### config.mk
export PLATFORM = sky130hd
export DESIGN_NAME = ecpri_rma_resp_tx
export DESIGN_NICKNAME = d
export VERILOG_FILES = /design/src/rtl/ecpri_rma_resp_tx.sv
export SDC_FILE = /design/constraint.sdc
export NUM_CORES = 1
export LEC_CHECK = 0
export ABC_AREA = 1
export BUFFER_PORTS_ARGS = -buffer_cell sky130_fd_sc_hd__buf_2
export CAP_MARGIN = 40
export CORE_UTILIZATION = 35
export CTS_CLUSTER_SIZE = 8
export DETAILED_ROUTE_END_ITERATION = 10
export MAX_ROUTING_LAYER = met4
export PLACE_DENSITY = 0.64
export SYNTH_ARGS = -nofsm -noshare
export SYNTH_HDL_FRONTEND = slang
export SYNTH_SLANG_ARGS = --single-unit
### constraint.sdc
create_clock -name clk -period 7.8 [get_ports clk]
set_clock_uncertainty 0.05 [all_clocks]
set_input_delay 0 -clock clk [delete_from_list [all_inputs] [get_ports clk]]
set_output_delay 0 -clock clk [all_outputs]
set_load 0.005 [all_outputs]
### src/rtl/ecpri_rma_resp_tx.sv
// eCPRI Remote Memory Access (type 0x04) response framer: latches a request descriptor,
// fetches read data through a 2-entry skid buffer and streams the frame byte-wise.
module ecpri_rma_resp_tx #(
    parameter int         MEM_AW   = 8,
    parameter int         MAX_LEN  = 64,
    parameter int         LEN_W    = 16,
    parameter logic [3:0] REVISION = 4'h1
) (
    input  logic              clk,
    input  logic              reset,
    input  logic              req_valid,
    output logic              req_ready,
    input  logic              req_is_read,
    input  logic [7:0]        req_rma_id,
    input  logic [15:0]       req_elem_id,
    input  logic [47:0]       req_addr,
    input  logic [LEN_W-1:0]  req_len,
    output logic              mem_rd_en,
    output logic [MEM_AW-1:0] mem_rd_addr,
    input  logic [7:0]        mem_rd_data,
    output logic [7:0]        tx_data,
    output logic              tx_valid,
    output logic              tx_sop,
    output logic              tx_eop,
    input  logic              tx_ready,
    output logic              busy,
    output logic [15:0]       resp_count
);

    typedef enum logic [1:0] {IDLE, HDR, DATA, DONE} state_t;

    localparam logic [LEN_W-1:0] MAX_LEN_L = LEN_W'(MAX_LEN);

    state_t             state;
    logic               is_read_q, fail_q;
    logic [7:0]         rma_id_q;
    logic [15:0]        elem_id_q;
    logic [47:0]        addr_q;
    logic [LEN_W-1:0]   len_q, data_n_q, data_left, rd_left;
    logic [4:0]         hdr_cnt;
    logic [MEM_AW-1:0]  rd_ptr;
    logic               rd_pend;
    logic [7:0]         sk_q0, sk_q1;
    logic [1:0]         sk_occ, occ_next;

    logic               req_fail, load_ok, load_data, data_avail, pop, push, bypass, rd_window, issue;
    logic [LEN_W-1:0]   req_data_n;
    logic [15:0]        payload, len16;
    logic [7:0]         hdr_byte, data_byte;

    assign req_ready  = (state == IDLE);
    assign busy       = (state != IDLE);
    assign req_fail   = req_is_read && (req_len > MAX_LEN_L);
    assign req_data_n = (req_is_read && !req_fail) ? req_len : '0;
    assign payload    = 16'(data_n_q) + 16'd12;
    assign len16      = 16'(len_q);

    // An output slot is free when empty or its byte is taken on this edge.
    assign load_ok    = !tx_valid || tx_ready;
    assign data_avail = (sk_occ != 2'd0) || rd_pend;
    assign load_data  = (state == DATA) && load_ok && (data_left != '0) && data_avail;
    assign pop        = load_data && (sk_occ != 2'd0);
    assign bypass     = load_data && (sk_occ == 2'd0);
    assign push       = rd_pend && !bypass;
    assign occ_next   = sk_occ + 2'(push) - 2'(pop);
    assign data_byte  = (sk_occ != 2'd0) ? sk_q0 : mem_rd_data;

    // Reads open once b14 is being loaded; buffered plus outstanding bytes never exceed two.
    assign rd_window = ((state == HDR) && ((hdr_cnt > 5'd14) || ((hdr_cnt == 5'd14) && load_ok)))
                     || (state == DATA);
    assign issue     = rd_window && (rd_left != '0) && (({1'b0, occ_next} + {2'b00, mem_rd_en}) < 3'd2);

    always_comb begin
        // NOTE: default first so every path assigns hdr_byte and no latch is inferred.
        hdr_byte = 8'h00;
        case (hdr_cnt[3:0])
            4'd0:  hdr_byte = {REVISION, 4'h0};
            4'd1:  hdr_byte = 8'h04;
            4'd2:  hdr_byte = payload[15:8];
            4'd3:  hdr_byte = payload[7:0];
            4'd4:  hdr_byte = rma_id_q;
            4'd5:  hdr_byte = {(is_read_q ? 4'h0 : 4'h1), (fail_q ? 4'h2 : 4'h1)};
            4'd6:  hdr_byte = elem_id_q[15:8];
            4'd7:  hdr_byte = elem_id_q[7:0];
            4'd8:  hdr_byte = addr_q[47:40];
            4'd9:  hdr_byte = addr_q[39:32];
            4'd10: hdr_byte = addr_q[31:24];
            4'd11: hdr_byte = addr_q[23:16];
            4'd12: hdr_byte = addr_q[15:8];
            4'd13: hdr_byte = addr_q[7:0];
            4'd14: hdr_byte = len16[15:8];
            default: hdr_byte = len16[7:0];
        endcase
    end

    // NOTE: state lives only in non-blocking assignments; the skid entries are reset as well
    // so a truncated frame leaves nothing stale behind.
    always_ff @(posedge clk or posedge reset) begin
        if (reset) begin
            state <= IDLE;
            {is_read_q, fail_q, rma_id_q, elem_id_q, addr_q} <= '0;
            {len_q, data_n_q, data_left, rd_left} <= '0;
            hdr_cnt <= '0;
            rd_ptr <= '0;
            rd_pend <= 1'b0;
            {sk_q0, sk_q1, sk_occ} <= '0;
            mem_rd_en <= 1'b0;
            mem_rd_addr <= '0;
            {tx_data, tx_valid, tx_sop, tx_eop} <= '0;
            resp_count <= '0;
        end else begin
            rd_pend   <= mem_rd_en;
            mem_rd_en <= issue;
            if (issue) begin
                mem_rd_addr <= rd_ptr;
                rd_ptr      <= rd_ptr + MEM_AW'(1);
                rd_left     <= rd_left - LEN_W'(1);
            end

            case ({push, pop})
                2'b10: if (sk_occ == 2'd0) sk_q0 <= mem_rd_data; else sk_q1 <= mem_rd_data;
                2'b01: sk_q0 <= sk_q1;
                2'b11: if (sk_occ == 2'd2) begin
                           sk_q0 <= sk_q1;
                           sk_q1 <= mem_rd_data;
                       end else begin
                           sk_q0 <= mem_rd_data;
                       end
                default: ;
            endcase
            sk_occ <= occ_next;

            case (state)
                IDLE: if (req_valid) begin
                    is_read_q <= req_is_read;
                    fail_q    <= req_fail;
                    rma_id_q  <= req_rma_id;
                    elem_id_q <= req_elem_id;
                    addr_q    <= req_addr;
                    len_q     <= req_fail ? '0 : req_len;
                    data_n_q  <= req_data_n;
                    data_left <= req_data_n;
                    rd_left   <= req_data_n;
                    rd_ptr    <= req_addr[MEM_AW-1:0];
                    tx_data   <= {REVISION, 4'h0};
                    tx_valid  <= 1'b1;
                    tx_sop    <= 1'b1;
                    tx_eop    <= 1'b0;
                    hdr_cnt   <= 5'd1;
                    state     <= HDR;
                end
                HDR: if (load_ok) begin
                    if (!hdr_cnt[4]) begin
                        tx_data  <= hdr_byte;
                        tx_valid <= 1'b1;
                        tx_sop   <= 1'b0;
                        tx_eop   <= (hdr_cnt == 5'd15) && (data_n_q == '0);
                        hdr_cnt  <= hdr_cnt + 5'd1;
                        if ((hdr_cnt == 5'd15) && (data_n_q != '0))
                            state <= DATA;
                    end else begin
                        tx_valid <= 1'b0;
                        tx_eop   <= 1'b0;
                        state    <= DONE;
                    end
                end
                DATA: if (load_ok) begin
                    if (data_left == '0) begin
                        tx_valid <= 1'b0;
                        tx_eop   <= 1'b0;
                        state    <= DONE;
                    end else if (load_data) begin
                        tx_data   <= data_byte;
                        tx_valid  <= 1'b1;
                        tx_eop    <= (data_left == LEN_W'(1));
                        data_left <= data_left - LEN_W'(1);
                    end else begin
                        tx_valid <= 1'b0;
                    end
                end
                default: begin
                    resp_count <= resp_count + 16'd1;
                    state      <= IDLE;
                end
            endcase
        end
    end

endmodule
* Yosys cells after proc, flatten, opt, wreduce, memory -nomap -nowiden
Cells that the tools add are included.
** Operators by class
- Reduce and logical (&&, ||, !) cells :: 47
- Multiplexer cells :: 58
- Magnitude comparators :: 3
- Add/sub/neg operators :: 9
- Equal/unequal tests :: 35
** Operators with widths (count)
- $mux 16 :: 9
- $pmux 8 s15 :: 1
- $mux 8 :: 14
- $pmux 8 s3 :: 2
- $reduce_bool 16->1 :: 3
- $logic_not 16->1 :: 2
- $pmux 16 s2 :: 1
- $sub 16x1->16 const B :: 2
- $eq 4x4->1 const B :: 7
- $ne 2x2->1 const B :: 9
- $add 16x1->16 const B :: 1
- $add 16x4->16 const B :: 1
- $eq 16x1->1 const B :: 1
- $eq 4x3->1 const B :: 4
- $gt 16x7->1 const B :: 1
- $pmux 8 s2 :: 1
- $mux 1 :: 15
- $mux 5 :: 3
- $reduce_and 5->1 :: 3
- $logic_and 1x1->1 :: 14
- $mux 2 :: 7
- $eq 5x4->1 const B :: 2
- $pmux 5 s2 :: 1
- $reduce_bool 2->1 :: 5
- 26 further kinds :: 43
** Word-level totals
- Input port bits :: 101
- Output and inout port bits :: 38
- Bits in registers :: 208

* Depth between registers and ports, before layout
- Depth after elaboration :: 16
- Gate-level depth with buffers :: 23

* Least setup slack after synthesis
Ideal clock, no wire load.
- Kind :: register -> register
- Start point :: reg data_left[0]
- End point :: reg rd_ptr[0]
- Stages on the path, launching flop included :: 21
- Required time :: 7627 ps
- Setup time :: 123 ps
- Arrival :: 2757 ps
- Setup slack :: 4870 ps
- Cell sequence :: dfrtp_1 > inv_1 > ha_1 > nand2_1 > nor2_1 > nand2_2 > nand3b_4 > inv_2 > nand2_4 > buf_2 > inv_1 > ha_1 > inv_1 > ha_1 > nand2_1 > nand3_2 > nor2_8 > buf_4 > nor2_1 > o21ai_0 > nand2_1
** On the way
- Longest elaborated chain between the ends :: 14
- Elaborated cells on any way between the ends :: 15
- Those cells by class :: 3 x add/sub; 1 x order compare; 3 x mux; 8 x reduce/logical
** RTL lines
- from (decl) :: line 39 : logic [LEN_W-1:0] len_q, data_n_q, data_left, rd_left;
- from (signal assigned) :: line 142 : data_left <= req_data_n;
- from (signal assigned) :: line 176 : data_left <= data_left - LEN_W'(1);
- $reduce_bool 16->1 * :: line 61 : assign load_data = (state == DATA) && load_ok && (data_left != '0) && data_avail;
- $logic_and 1x1->1 * (2 in a row) :: line 61
- $logic_and 1x1->1 :: line 63 : assign bypass = load_data && (sk_occ == 2'd0);
- $logic_not 1->1 :: line 64 : assign push = rd_pend && !bypass;
- $logic_and 1x1->1 :: line 64
- $add 2x1->2 :: line 65 : assign occ_next = sk_occ + 2'(push) - 2'(pop);
- $sub 2x1->2 * :: line 65
- net occ_next[0] :: line 44 : logic [1:0] sk_occ, occ_next;
- $add 2x1->3 * :: line 71 : assign issue = rd_window && (rd_left != '0) && (({1'b0, occ_next} + {2'b00, mem_rd_en}) < 3'd2);
- $lt 3x2->1 * :: line 71
- $logic_and 1x1->1 * :: line 71
- $mux 8 * :: line 114 : if (issue) begin
- $mux 8 :: line 134 : IDLE: if (req_valid) begin
- $mux 8 * :: line 133 : case (state)
- to (signal assigned) :: line 116 : rd_ptr <= rd_ptr + MEM_AW'(1);
- to (signal assigned) :: line 144 : rd_ptr <= req_addr[MEM_AW-1:0];
- to (decl) :: line 41 : logic [MEM_AW-1:0] rd_ptr;
The timed path passes the listed nets; every way through them passes the cells marked *.
A chain may end at the register's enable or synchronous reset.

* Worst setup path in the final report
- Start point :: reg state[0]
- End point :: reg rd_left[9]
** On the way
- Longest elaborated chain between the ends :: 15
- Elaborated cells on any way between the ends :: 21
- Those cells by class :: 3 x add/sub; 1 x order compare; 2 x eq/ne; 3 x mux; 12 x reduce/logical
** RTL lines
- from (decl) :: line 34 : state_t state;
- from (signal assigned) :: line 100 : state <= IDLE;
- from (signal assigned) :: line 150 : state <= HDR;
- from (signal assigned) :: line 160 : state <= DATA;
- $eq 2x2->1 * :: line 61
- $logic_and 1x1->1 * (3 in a row) :: line 61
- $logic_and 1x1->1 :: line 63
- $logic_not 1->1 :: line 64
- $logic_and 1x1->1 :: line 64
- $add 2x1->2 :: line 65
- $sub 2x1->2 * :: line 65
- net occ_next[0] :: line 44
- $add 2x1->3 * :: line 71
- $lt 3x2->1 * :: line 71
- $logic_and 1x1->1 * :: line 71
- $mux 16 * :: line 114
- $mux 16 :: line 134
- $mux 16 * :: line 133
- to (signal assigned) :: line 117 : rd_left <= rd_left - LEN_W'(1);
- to (signal assigned) :: line 143 : rd_left <= req_data_n;
- to (decl) :: line 39
Marked as above.

==> impl_metrics.py <==
metrics = {
    "cells_and_area": {
        "area_delta_synth_final_pct": 25.4,
        "utilization_pct": 44.7,
        "nFillCells": 3148,
        "drive_above_1_share_pct": 12.2,
        "fin_nets": 1876,
    },
    "power_and_ir_drop": {
        "pwr-share-clk_pct": 23.6,
        "p_leak_nw": 7.41,
        "p_switching_mw": 2.12,
        "powerDensity_nw_per_um2": 355,
        "pwr-share-seq_pct": 36.0,
        "combPwrFrac_pct": 40.4,
        "total_power_mw": 5.00,
        "irDropWorstVdd_v": 0.000201,
        "p_int_mw": 2.88,
        "p_sw_share_pct": 42.5,
    },
    "sta": {
        "relSlewSlack_pct": 41.2,
        "worst_slew_pin_slew_ps": 879,
        "rsz0062_at_grt": "no",
        "setup_ws_ps": 4030,
        "setup_viol": 0,
        "fin_crit_sh_pct": 48.4,
        "fmax_ghz": 0.265,
        "period_needed_ps": 3770,
        "fin_tns_setup_ps": 0,
        "drv_slew": 0,
        "finalHoldViolCount": 0,
    },
    "floorplan": {
        "die_area_um2": 32800,
        "die_y_um": 181,
        "initial_core_util_pct": 35.6,
        "core_um2": 31600,
        "num_rows": 65,
        "ioPinCount": 139,
        "die_w_um": 181,
    },
    "synth": {
        "ys_ff_latch": 208,
        "synthSimpleGateAreaFrac_pct": 33.6,
        "synth-edff-count": 0,
        "syn_area_per_cell_um2": 7.33,
        "synth_fa_ha_area_share_pct": 2.23,
        "synth_area_um2": 11200,
        "yosysWarnings": 0,
        "synth-xor-area-share_pct": 1.87,
        "dominantRegCellSynth": "dfrtp_1",
        "synth_compound_area_share_pct": 8.80,
        "yosysUniqueCellTypes": 44,
        "synthMuxAreaShare_pct": 0,
        "syn_inst": 1532,
        "ys_async_sr_fraction_pct": 100,
        "ys_seq_area_share_pct": 46.3,
        "synth_top_family_by_area": "simple AND/OR/NAND/NOR gates",
        "synthesis.nets": 1653,
    },
    "detailed_routing": {
        "drc": 0,
        "drt_first_pass_iters": 5,
        "dr_total_vias": 10800,
        "drt_iter0_drc": 814,
        "via_per_inst": 5.01,
        "post_drt_wl_per_cell_um": 15.5,
        "drt-total-wl_um": 33600,
        "postRouteAntennaNets": 0,
    },
    "worst_hold_path": {
        "hold_path_class": "input port to register",
        "worstHoldStart": "req_addr[24]",
    },
    "critical_path": {
        "crit-reg2reg-launch": "state[0]$_DFFE_PP0P_",
        "cp.required_ps": 8200,
        "cp-start-kind": "register",
        "worstSetupPathType": "register to register",
        "endpoint_kind": "register",
        "critPathMaxFanout": 35,
        "arrival_ps": 4180,
        "cp-startpoint": "state[0]$_DFFE_PP0P_",
    },
    "grt": {
        "grt_max_degree": 91,
        "track_usage_pct": 21.1,
        "grt_pass1_wl_um": 54100,
        "grt_overflow_total": 0,
        "antenna_found_initial": 1,
        "grt_pass1_vias": 10400,
    },
    "cts": {
        "clock-sinks": 208,
        "path_clk_slew_ps": 60,
        "clockBufferDepth": 3,
        "cts-root-buf": "clkbuf_16",
        "insertion_delay_ps": 550,
        "cts_buffers": 30,
        "htreeDepth": 1,
        "tritoncts": "done",
    },
    "placement": {
        "dp_hpwl_um": 23500,
        "gp_congestion": 0.946,
        "post-place-ws_ps": 4040,
        "io_buffer_count": 138,
    },
    "outcome": {
        "status": "completed",
    },
    "flow_run": {
        "cap_viol_max_count": 0,
    },
}
## synth_stat cells (2+ instances only)
cell      count  area, um^2
nand2_1     569        2140
dfrtp_1     208        5200
nor2_1      142         533
inv_1       138         518
o21ai_0     110         551
nand3_1      99         495
nand4_1      41         257
a21oi_1      32         160
clkbuf_1     29         109
ha_1         20         250
nor3_1       19        95.1
o21ai_1      18        90.1
xor2_1       18         158
a22oi_1       8        60.1
buf_2         8        40.0
nand2_2       7        43.8
nor2_2        6        37.5
xnor2_1       6        52.6
buf_1         5        18.8
buf_6         5        56.3
o31ai_1       5        37.5
buf_4         4        30.0
inv_2         4        15.0
nand2_4       3        33.8
nand3_2       3        30.0
nor3b_1       3        22.5
a21oi_2       2        17.5
nand3b_1      2        15.0
o21ai_2       2        17.5
or2_2         2        12.5
## sequential cells by signal (all words and copies together), names as in the netlist, 16 cells and up
name        cells
len16          16
addr_q         48
data_n_q       16
resp_count     16
data_left      16
elem_id_q      16
rd_left        16
## kinds of logic after synthesis
kind of cell / after synthesis
buf+inv: 195
compound gates: 184
simple gates: 901
xor+xnor: 24
fa+ha+maj: 20
flops: 208
## power groups by stage
stage | logic [mW] | clock network [mW] | registers [mW]
finish | 2.02 | 1.18 | 1.80
global route | 2.31 | 1.25 | 1.85
CTS | 2.02 | 1.21 | 1.79
detailed placement | 1.97 | 0 | 1.80
global placement | 1.91 | 0 | 1.80
floorplan | 1.52 | 0 | 1.71
## what timing repair did
action,4_1_cts,5_1_grt
setup endpoints to repair,0,0
gates resized for setup,0,0
hold buffers,100,0
setup buffers,0,0
hold endpoints to repair,312,0
## final timing paths
kind / end / cells past startpoint / slack (ps)
max in group asynchronous: rma_id_q[1]$_DFFE_PP0P_ / 6 / 6070
worst max register to register: rd_left[9]$_DFF_PP0_ / 16 / 4030
worst max-delay path: rd_left[9]$_DFF_PP0_ / 16 / 4030
worst min register to register: rd_pend$_DFF_PP0_ / 0 / 410
min in group asynchronous: rd_left[8]$_DFF_PP0_ / 4 / 570
worst min-delay path: addr_q[24]$_DFFE_PP0P_ / 4 / 140
## cell usage in the layout (no fill, tap or decap), types with 18 or more instances in the layout
cell type        n
ha_1            20
o21ai_0        110
dfrtp_1        208
buf_2          138
nor2_1         142
xor2_1          18
clkbuf_16       31
nand2_1        568
inv_1          136
nand3_1         99
nor3_1          19
a21oi_1         32
nand4_1         41
o21ai_1         18
dlygate4sd3_1  100
## per-layer routing
metal  vias to the layer above  global-route usage [%]  part of all wire [%]
met5                         -                       -                     0
met1                      5032                    27.5                    44
met2                       395                    33.1                    46
met3                        76                    3.39                   6.7
met4                         0                    7.19                   3.3
li1                       5319                       -                     -
## worst max-delay path, cell delays in order (launching register included)
cell and delay [ps]:
dfrtp_1 430, inv_1 100, ha_1 730, nand3b_4 180
inv_2 110, nand2_4 140, inv_1 140, ha_1 240
inv_1 60, ha_1 230, nand2_1 90, nand3_2 140
nor2_8 410, inv_2 240, nor2_1 160, o21ai_0 90
a21oi_1 130
## stage by stage
stage	hold WS (ps)	instance area, um^2	instances
2_1_floorplan	59.6	11200	1532
3_3_place_gp	143	12200	2022
3_5_place_dp	-26.3	12300	2025
6_report	143	14100	2162
4_1_cts	109	14100	2161
5_1_grt	151	14100	2162
## area by class of cell
type	count	area (um^2)	area share, %
multi-input combinational	1129	5230	37.1
clock buffer	36	825	5.85
antenna	1	2.50	0.0178
sequential	208	5200	36.9
inverter	143	548	3.89
tap	402	503	3.57
timing repair buffer	243	1780	12.6
Note: power is estimated with default switching activity, not from simulation.
